**src/rtl/enemy_pkg.sv**
```systemverilog
`default_nettype none
// ============================================================================
//  Module      : enemy_pkg
//  Description : Shared state encoding, counter widths and in-flight bullet
//                bookkeeping helper for the enemy fire scheduler.
//  Revision    : 1.0 - initial release
// ============================================================================
package enemy_pkg;

    // Frame cooldown counter width (cooldown range 1..255)
    localparam int c_cnt_w      = 8;
    // In-flight bullet counter width (limit range 1..7)
    localparam int c_inflight_w = 3;

    // Scheduler states, explicit 2-bit encoding
    typedef enum logic [1:0] {
        COOLDOWN = 2'd0,
        ARB      = 2'd1,
        GRANT    = 2'd2
    } fire_state_e;

    // Next bullet count: a launch and a retirement in the same cycle cancel,
    // otherwise step up (clamped at the limit) or down (clamped at zero).
    function automatic logic [c_inflight_w-1:0] next_in_flight(
        input logic [c_inflight_w-1:0] cur,
        input logic [c_inflight_w-1:0] limit,
        input logic                    launch,
        input logic                    retire
    );
        logic [c_inflight_w-1:0] res;
        res = cur;
        if (launch && !retire) begin
            if (cur < limit) begin
                res = cur + 1'b1;
            end
        end else if (retire && !launch) begin
            if (cur != '0) begin
                res = cur - 1'b1;
            end
        end
        return res;
    endfunction

endpackage
`default_nettype wire

```
**src/rtl/rr_arbiter.sv**
```systemverilog
`default_nettype none
// ============================================================================
//  Module      : rr_arbiter
//  Description : Combinational round-robin picker. Returns the first set
//                request strictly after last_idx, wrapping at NUM_REQ-1.
//  Revision    : 1.0 - initial release
// ============================================================================
module rr_arbiter
    import enemy_pkg::*;
#(
    parameter int NUM_REQ = 10,
    parameter int IDX_W   = 4
) (
    input  logic [NUM_REQ-1:0] req,
    input  logic [IDX_W-1:0]   last_idx,
    output logic [NUM_REQ-1:0] grant,
    output logic [IDX_W-1:0]   grant_idx,
    output logic               valid
);

    logic [IDX_W-1:0] w_cand;

    // Scan candidates in rotation order starting one past the last winner
    always_comb begin
        grant     = '0;
        grant_idx = '0;
        valid     = 1'b0;
        w_cand    = '0;
        for (int k = 1; k <= NUM_REQ; k++) begin
            w_cand = IDX_W'((int'(last_idx) + k) % NUM_REQ);
            if (!valid && req[w_cand]) begin
                valid         = 1'b1;
                grant[w_cand] = 1'b1;
                grant_idx     = w_cand;
            end
        end
    end

endmodule
`default_nettype wire

```
**src/rtl/enemy_fire_scheduler.sv**
```systemverilog
`default_nettype none
// ============================================================================
//  Module      : enemy_fire_scheduler
//  Description : Decides which enemy column may shoot next. Waits a number
//                of video frames between shots, limits bullets on screen and
//                rotates fairly across columns with living shooters.
//  Revision    : 1.0 - initial release
// ============================================================================
module enemy_fire_scheduler
    import enemy_pkg::*;
#(
    parameter int num_columns_p     = 10,
    parameter int cooldown_frames_p = 8,
    parameter int max_bullets_p     = 2
) (
    input  logic                     clk_i,
    input  logic                     reset_i,
    input  logic                     enable_i,
    input  logic                     frame_i,
    input  logic [num_columns_p-1:0] req_i,
    input  logic                     fire_ack_i,
    input  logic                     bullet_done_i,
    output logic [num_columns_p-1:0] grant_o,
    output logic                     grant_valid_o,
    output logic [2:0]               in_flight_o
);

    localparam int                      c_idx_w    = (num_columns_p > 1) ? $clog2(num_columns_p) : 1;
    localparam logic [c_idx_w-1:0]      c_last_rst = c_idx_w'(num_columns_p - 1);
    localparam logic [c_cnt_w-1:0]      c_reload   = c_cnt_w'(cooldown_frames_p);
    localparam logic [c_inflight_w-1:0] c_max      = c_inflight_w'(max_bullets_p);

    fire_state_e               r_state;
    logic [c_cnt_w-1:0]        r_count;
    logic [c_inflight_w-1:0]   r_in_flight;
    logic [num_columns_p-1:0]  r_grant;
    logic                      r_grant_valid;
    logic [c_idx_w-1:0]        r_last;
    logic [c_idx_w-1:0]        r_winner;

    logic [num_columns_p-1:0]  w_arb_grant;
    logic [c_idx_w-1:0]        w_arb_idx;
    logic                      w_arb_valid;
    logic                      w_launch;
    logic                      w_winner_alive;
    logic                      w_can_fire;

    rr_arbiter #(
        .NUM_REQ (num_columns_p),
        .IDX_W   (c_idx_w)
    ) u_rr_arbiter (
        .req       (req_i),
        .last_idx  (r_last),
        .grant     (w_arb_grant),
        .grant_idx (w_arb_idx),
        .valid     (w_arb_valid)
    );

    // An ack only counts while a grant is live and the game is running
    assign w_launch       = enable_i && (r_state == GRANT) && fire_ack_i;
    assign w_winner_alive = req_i[r_winner];
    assign w_can_fire     = w_arb_valid && (r_in_flight < c_max);

    // Cooldown / arbitration / grant sequencing and registered grant outputs
    always_ff @(posedge clk_i or posedge reset_i) begin
        if (reset_i) begin
            r_state       <= COOLDOWN;
            r_count       <= c_reload;
            r_grant       <= '0;
            r_grant_valid <= 1'b0;
            r_last        <= c_last_rst;
            r_winner      <= '0;
        end else if (!enable_i) begin
            // Game paused: drop any grant and restart the full cooldown
            r_state       <= COOLDOWN;
            r_count       <= c_reload;
            r_grant       <= '0;
            r_grant_valid <= 1'b0;
        end else begin
            case (r_state)
                COOLDOWN: begin
                    if (frame_i) begin
                        if (r_count == 8'd1) begin
                            r_state <= ARB;
                        end else begin
                            r_count <= r_count - 1'b1;
                        end
                    end
                end
                ARB: begin
                    if (w_can_fire) begin
                        r_grant       <= w_arb_grant;
                        r_grant_valid <= 1'b1;
                        r_winner      <= w_arb_idx;
                        r_state       <= GRANT;
                    end
                end
                GRANT: begin
                    if (fire_ack_i) begin
                        // Shot fired: winner becomes the rotation point
                        r_grant       <= '0;
                        r_grant_valid <= 1'b0;
                        r_last        <= r_winner;
                        r_count       <= c_reload;
                        r_state       <= COOLDOWN;
                    end else if (!w_winner_alive) begin
                        // Shooter died before firing: re-arbitrate at once
                        r_grant       <= '0;
                        r_grant_valid <= 1'b0;
                        r_state       <= ARB;
                    end
                end
                default: begin
                    r_state       <= COOLDOWN;
                    r_count       <= c_reload;
                    r_grant       <= '0;
                    r_grant_valid <= 1'b0;
                end
            endcase
        end
    end

    // Bullet-on-screen count, tracked regardless of enable
    always_ff @(posedge clk_i or posedge reset_i) begin
        if (reset_i) begin
            r_in_flight <= '0;
        end else begin
            r_in_flight <= next_in_flight(r_in_flight, c_max, w_launch, bullet_done_i);
        end
    end

    assign grant_o       = r_grant;
    assign grant_valid_o = r_grant_valid;
    assign in_flight_o   = r_in_flight;

endmodule
`default_nettype wire

```
**config.mk**
```make
export PLATFORM = sky130hd
export DESIGN_NAME = enemy_fire_scheduler
export DESIGN_NICKNAME = d
export VERILOG_FILES = /design/src/rtl/enemy_pkg.sv /design/src/rtl/rr_arbiter.sv /design/src/rtl/enemy_fire_scheduler.sv
export SDC_FILE = /design/constraint.sdc
export NUM_CORES = 1
export LEC_CHECK = 0
export ABC_AREA = 1
export BUFFER_PORTS_ARGS = -buffer_cell sky130_fd_sc_hd__buf_2
export CAP_MARGIN = 20
export CORE_MARGIN = 3
export CORE_UTILIZATION = 63
export CTS_BUF_LIST = sky130_fd_sc_hd__clkbuf_4 sky130_fd_sc_hd__clkbuf_8
export CTS_CLUSTER_DIAMETER = 80
export DETAILED_ROUTE_END_ITERATION = 8
export HOLD_SLACK_MARGIN = 0.08
export PLACE_DENSITY = 0.82
export SLEW_MARGIN = 0
export SYNTH_ARGS = -nofsm -noshare
export SYNTH_HDL_FRONTEND = slang
export SYNTH_SLANG_ARGS = --single-unit
export TNS_END_PERCENT = 1
```
**constraint.sdc**
```tcl
create_clock -name clk_i -period 5.2 [get_ports clk_i]
set_input_delay 0.26 -clock clk_i [delete_from_list [all_inputs] [get_ports clk_i]]
set_output_delay 0.26 -clock clk_i [all_outputs]
set_load 0.02 [all_outputs]
```
==> results.yml <==
route:
  wirelength_um: 17670
  drc: 0
  drtAntennaViolNets: 0
  drt_iter0_markers: 588
  viasPerCell: 5.535
  vias: 6792
  wl_per_cell_um: 14.40
  first_pass_iters: 5
sta:
  min_period_over_period: 0.8568
  setup_viol: 0
  rsz0062_at_grt: "no"
  setup_slack_ns: 0.7445
  max_slew.worst_pin.slew_ns: 0.7457
  timing.setup.tns_ns: 0
  relSlewSlack: 0.4976
  period_needed_ns: 4.455
  fmax_mhz: 224.4
  slew_viol_final: 0
  finalHoldViolations: 0
  clock-skew-final_ns: 0.006746
die:
  placementRows: 35
  dieArea_mm2: 0.01101
  core_mm2: 0.009371
  initial_utilization: 0.6579
  die_x_um: 104.9
  io_pins: 30
  die_h_um: 104.9
grt:
  grt_pass1_vias: 6196
  gr-usage-all-layers: 0.3247
  antenna_found_initial: 0
  overflow: 0
  grt_max_degree: 45
  grt_pass1_wl_um: 29710
min_path:
  worstHoldPathType: "input port to flop"
logic_synthesis:
  synth-edff-count: 0
  synth_top_cell_area_share: 0.1997
  synth_cell_types: 57
  synth-seq-cells: 32
  syn-instance-count: 1076
  syn_avg_cell_area_um2: 5.730
  synthesis.nets: 1131
  synth.area.top_cells: "nand2_1 20%, dfrtp_1 12%, nand3_1 9.9%"
  async_flop_share: 1.000
  yosys_warnings: 0
  yosysSeqAreaShare: 0.1305
  yosysTopAreaCell: "nand2_1"
  syn_area_mm2: 0.006166
  ys.flop_type: "dfrtp_1"
outcome:
  outcome: "finished clean"
critical_path:
  arrival_ns: 4.68
  worst-path-max-fanout: 12
  startpoint_type: "flop"
  cp_common_cell: "nand2_1"
  path_class: "flop to flop"
  path_cells: "ha_1 > ha_1 > inv_2 > nand2_2 > ha_1 > inv_1 > nand4_1 > nand2_1 > nand2_4 > nand2_1 > nand2_1 > inv_1 > nand3_1 > o21ai_4 > nand4_4 > nor2_8 > nand4_4 > nor2_4 > o21ai_2 > nand2_1 > nand2_1 > nand2_1 > nand2_1 > nand2_1"
  cp_slowest_cell: "dfrtp_1"
  crit_path_max_incr_delay_ns: 0.79
  cp-end-kind: "flop"
  cp_data_required_time_ns: 5.43
cells_and_area:
  drive_gt1_frac: 0.1412
  final_common_cell: "nand2_1"
  final_cell_mix: "328 x nand2_1, 138 x nor2_1, 124 x inv_1"
  area_delta_synth_final_pct: 5.499
  final_area_mm2: 0.006505
  antennaDiodeCount: 0
  final_nets: 1152
  stdcell_count: 1227
placed_design:
  dp_cells: 1218
  hpwlAfterDp_um: 14330
  gp_congestion: 1.021
  portBuffers: 29
  place_ws_ns: 0.8262
  place_area_mm2: 0.006384
clock_tree:
  insertion_delay_ns: 0.29
  htreeDepth: 2
  root_buffer: "clkbuf_8"
  cts_setup_buffers: 0
  clock-sinks: 32
  cts_buffers: 5
  cts_tree: "done"
  cts_buffer_depth: 2
  clkSlewWorstSetupHoldPaths_ns: 0.07
flow_run:
  cap_viol_max_count: 0
critical path, delay by kind of cell (launching register included):
family	cells	cell delay, ns
AND/OR/NAND/NOR	16	2.03
adder cells (fa/ha/maj)	3	0.99
flip-flops	1	0.79
buffers and inverters	3	0.34
AO/OA/AOI/OAI	2	0.22
path summary, 6_finish.rpt:
| check | from | to | slack, ns | cells after the start |
|---|---|---|---|---|
| setup / recovery | r_last[2] | grant_o[0] | 0.74 | 24 |
| hold / removal | enable_i | r_state[0] | 0.31 | 3 |
| setup reg to reg | r_last[2] | grant_o[0] | 0.74 | 24 |
| hold reg to reg | grant_o[1] | grant_o[1] | 0.48 | 2 |
| max in group asynchronous | reset_i | r_last[0] | 4.26 | 4 |
| min in group asynchronous | reset_i | r_count[4] | 0.61 | 4 |
per-stage QoR:
step	utilization	hold WS (ns)
after floorplan	-	0.3740
after global placement	0.6812	0.3585
after detailed placement	0.6812	0.3899
after CTS	0.6941	0.2978
final	0.6941	0.3086
after global routing	0.6941	0.3258
logic make-up after synthesis:
| group | after synthesis | synth area share |
|---|---|---|
| flip-flops | 32 | 0.1305 |
| buffers and inverters | 174 | 0.1187 |
| multiplexers | 1 | 0.001826 |
| XOR/XNOR | 20 | 0.03815 |
| AND/OR/NAND/NOR | 708 | 0.5274 |
| AO/OA/AOI/OAI | 102 | 0.1031 |
| adder cells (fa/ha/maj) | 39 | 0.08036 |
state kept, by name, summed over array words and instances (netlist names):
name,flops
grant_o,10
grant_valid_o,1
r_state,2
in_flight_o,3
r_count,8
r_last,4
r_winner,4
final cells by class:
class                      count  area [um2]
multi-input combinational    870        4629
fill                         897        2867
sequential                    32       804.5
inverter                     150       583.1
timing repair buffer          38       215.2
tap                          129       161.4
clock buffer                   5       68.82
clock inverter                 3       42.54
synthesized netlist by cell type (7+ instances only):
library cell and count:
nor2_1 138, ha_1 38, nand3_1 122, inv_1 124, xor2_1 12, nand4_1 24
o21ai_0 47, o21ai_1 8, o21ai_2 7, nand2_2 25, dfrtp_1 29, nand2_4 8
a21oi_1 20, nand2_1 328, inv_2 18, clkbuf_1 9, nor2_2 9, nand3_2 7
nor3_1 20
repair_timing:
action / CTS / global route
gates resized for setup: 0 / 0
hold endpoints to repair: 16 / 0
hold buffers: 1 / 0
metal layers:
| metal | part of all wire | routed length (um) | GRT usage |
|---|---|---|---|
| met3 | 0.079 | 1392 | 0.05374 |
| met5 | 0 | 0 | 0 |
| met4 | 0.015 | 271 | 0.06935 |
| met1 | 0.46 | 8211 | 0.4604 |
| met2 | 0.44 | 7796 | 0.5192 |
Power is left out: the tool's default activity adds up to more than one toggle a clock period on the data nets, which glitch-free logic cannot reach.
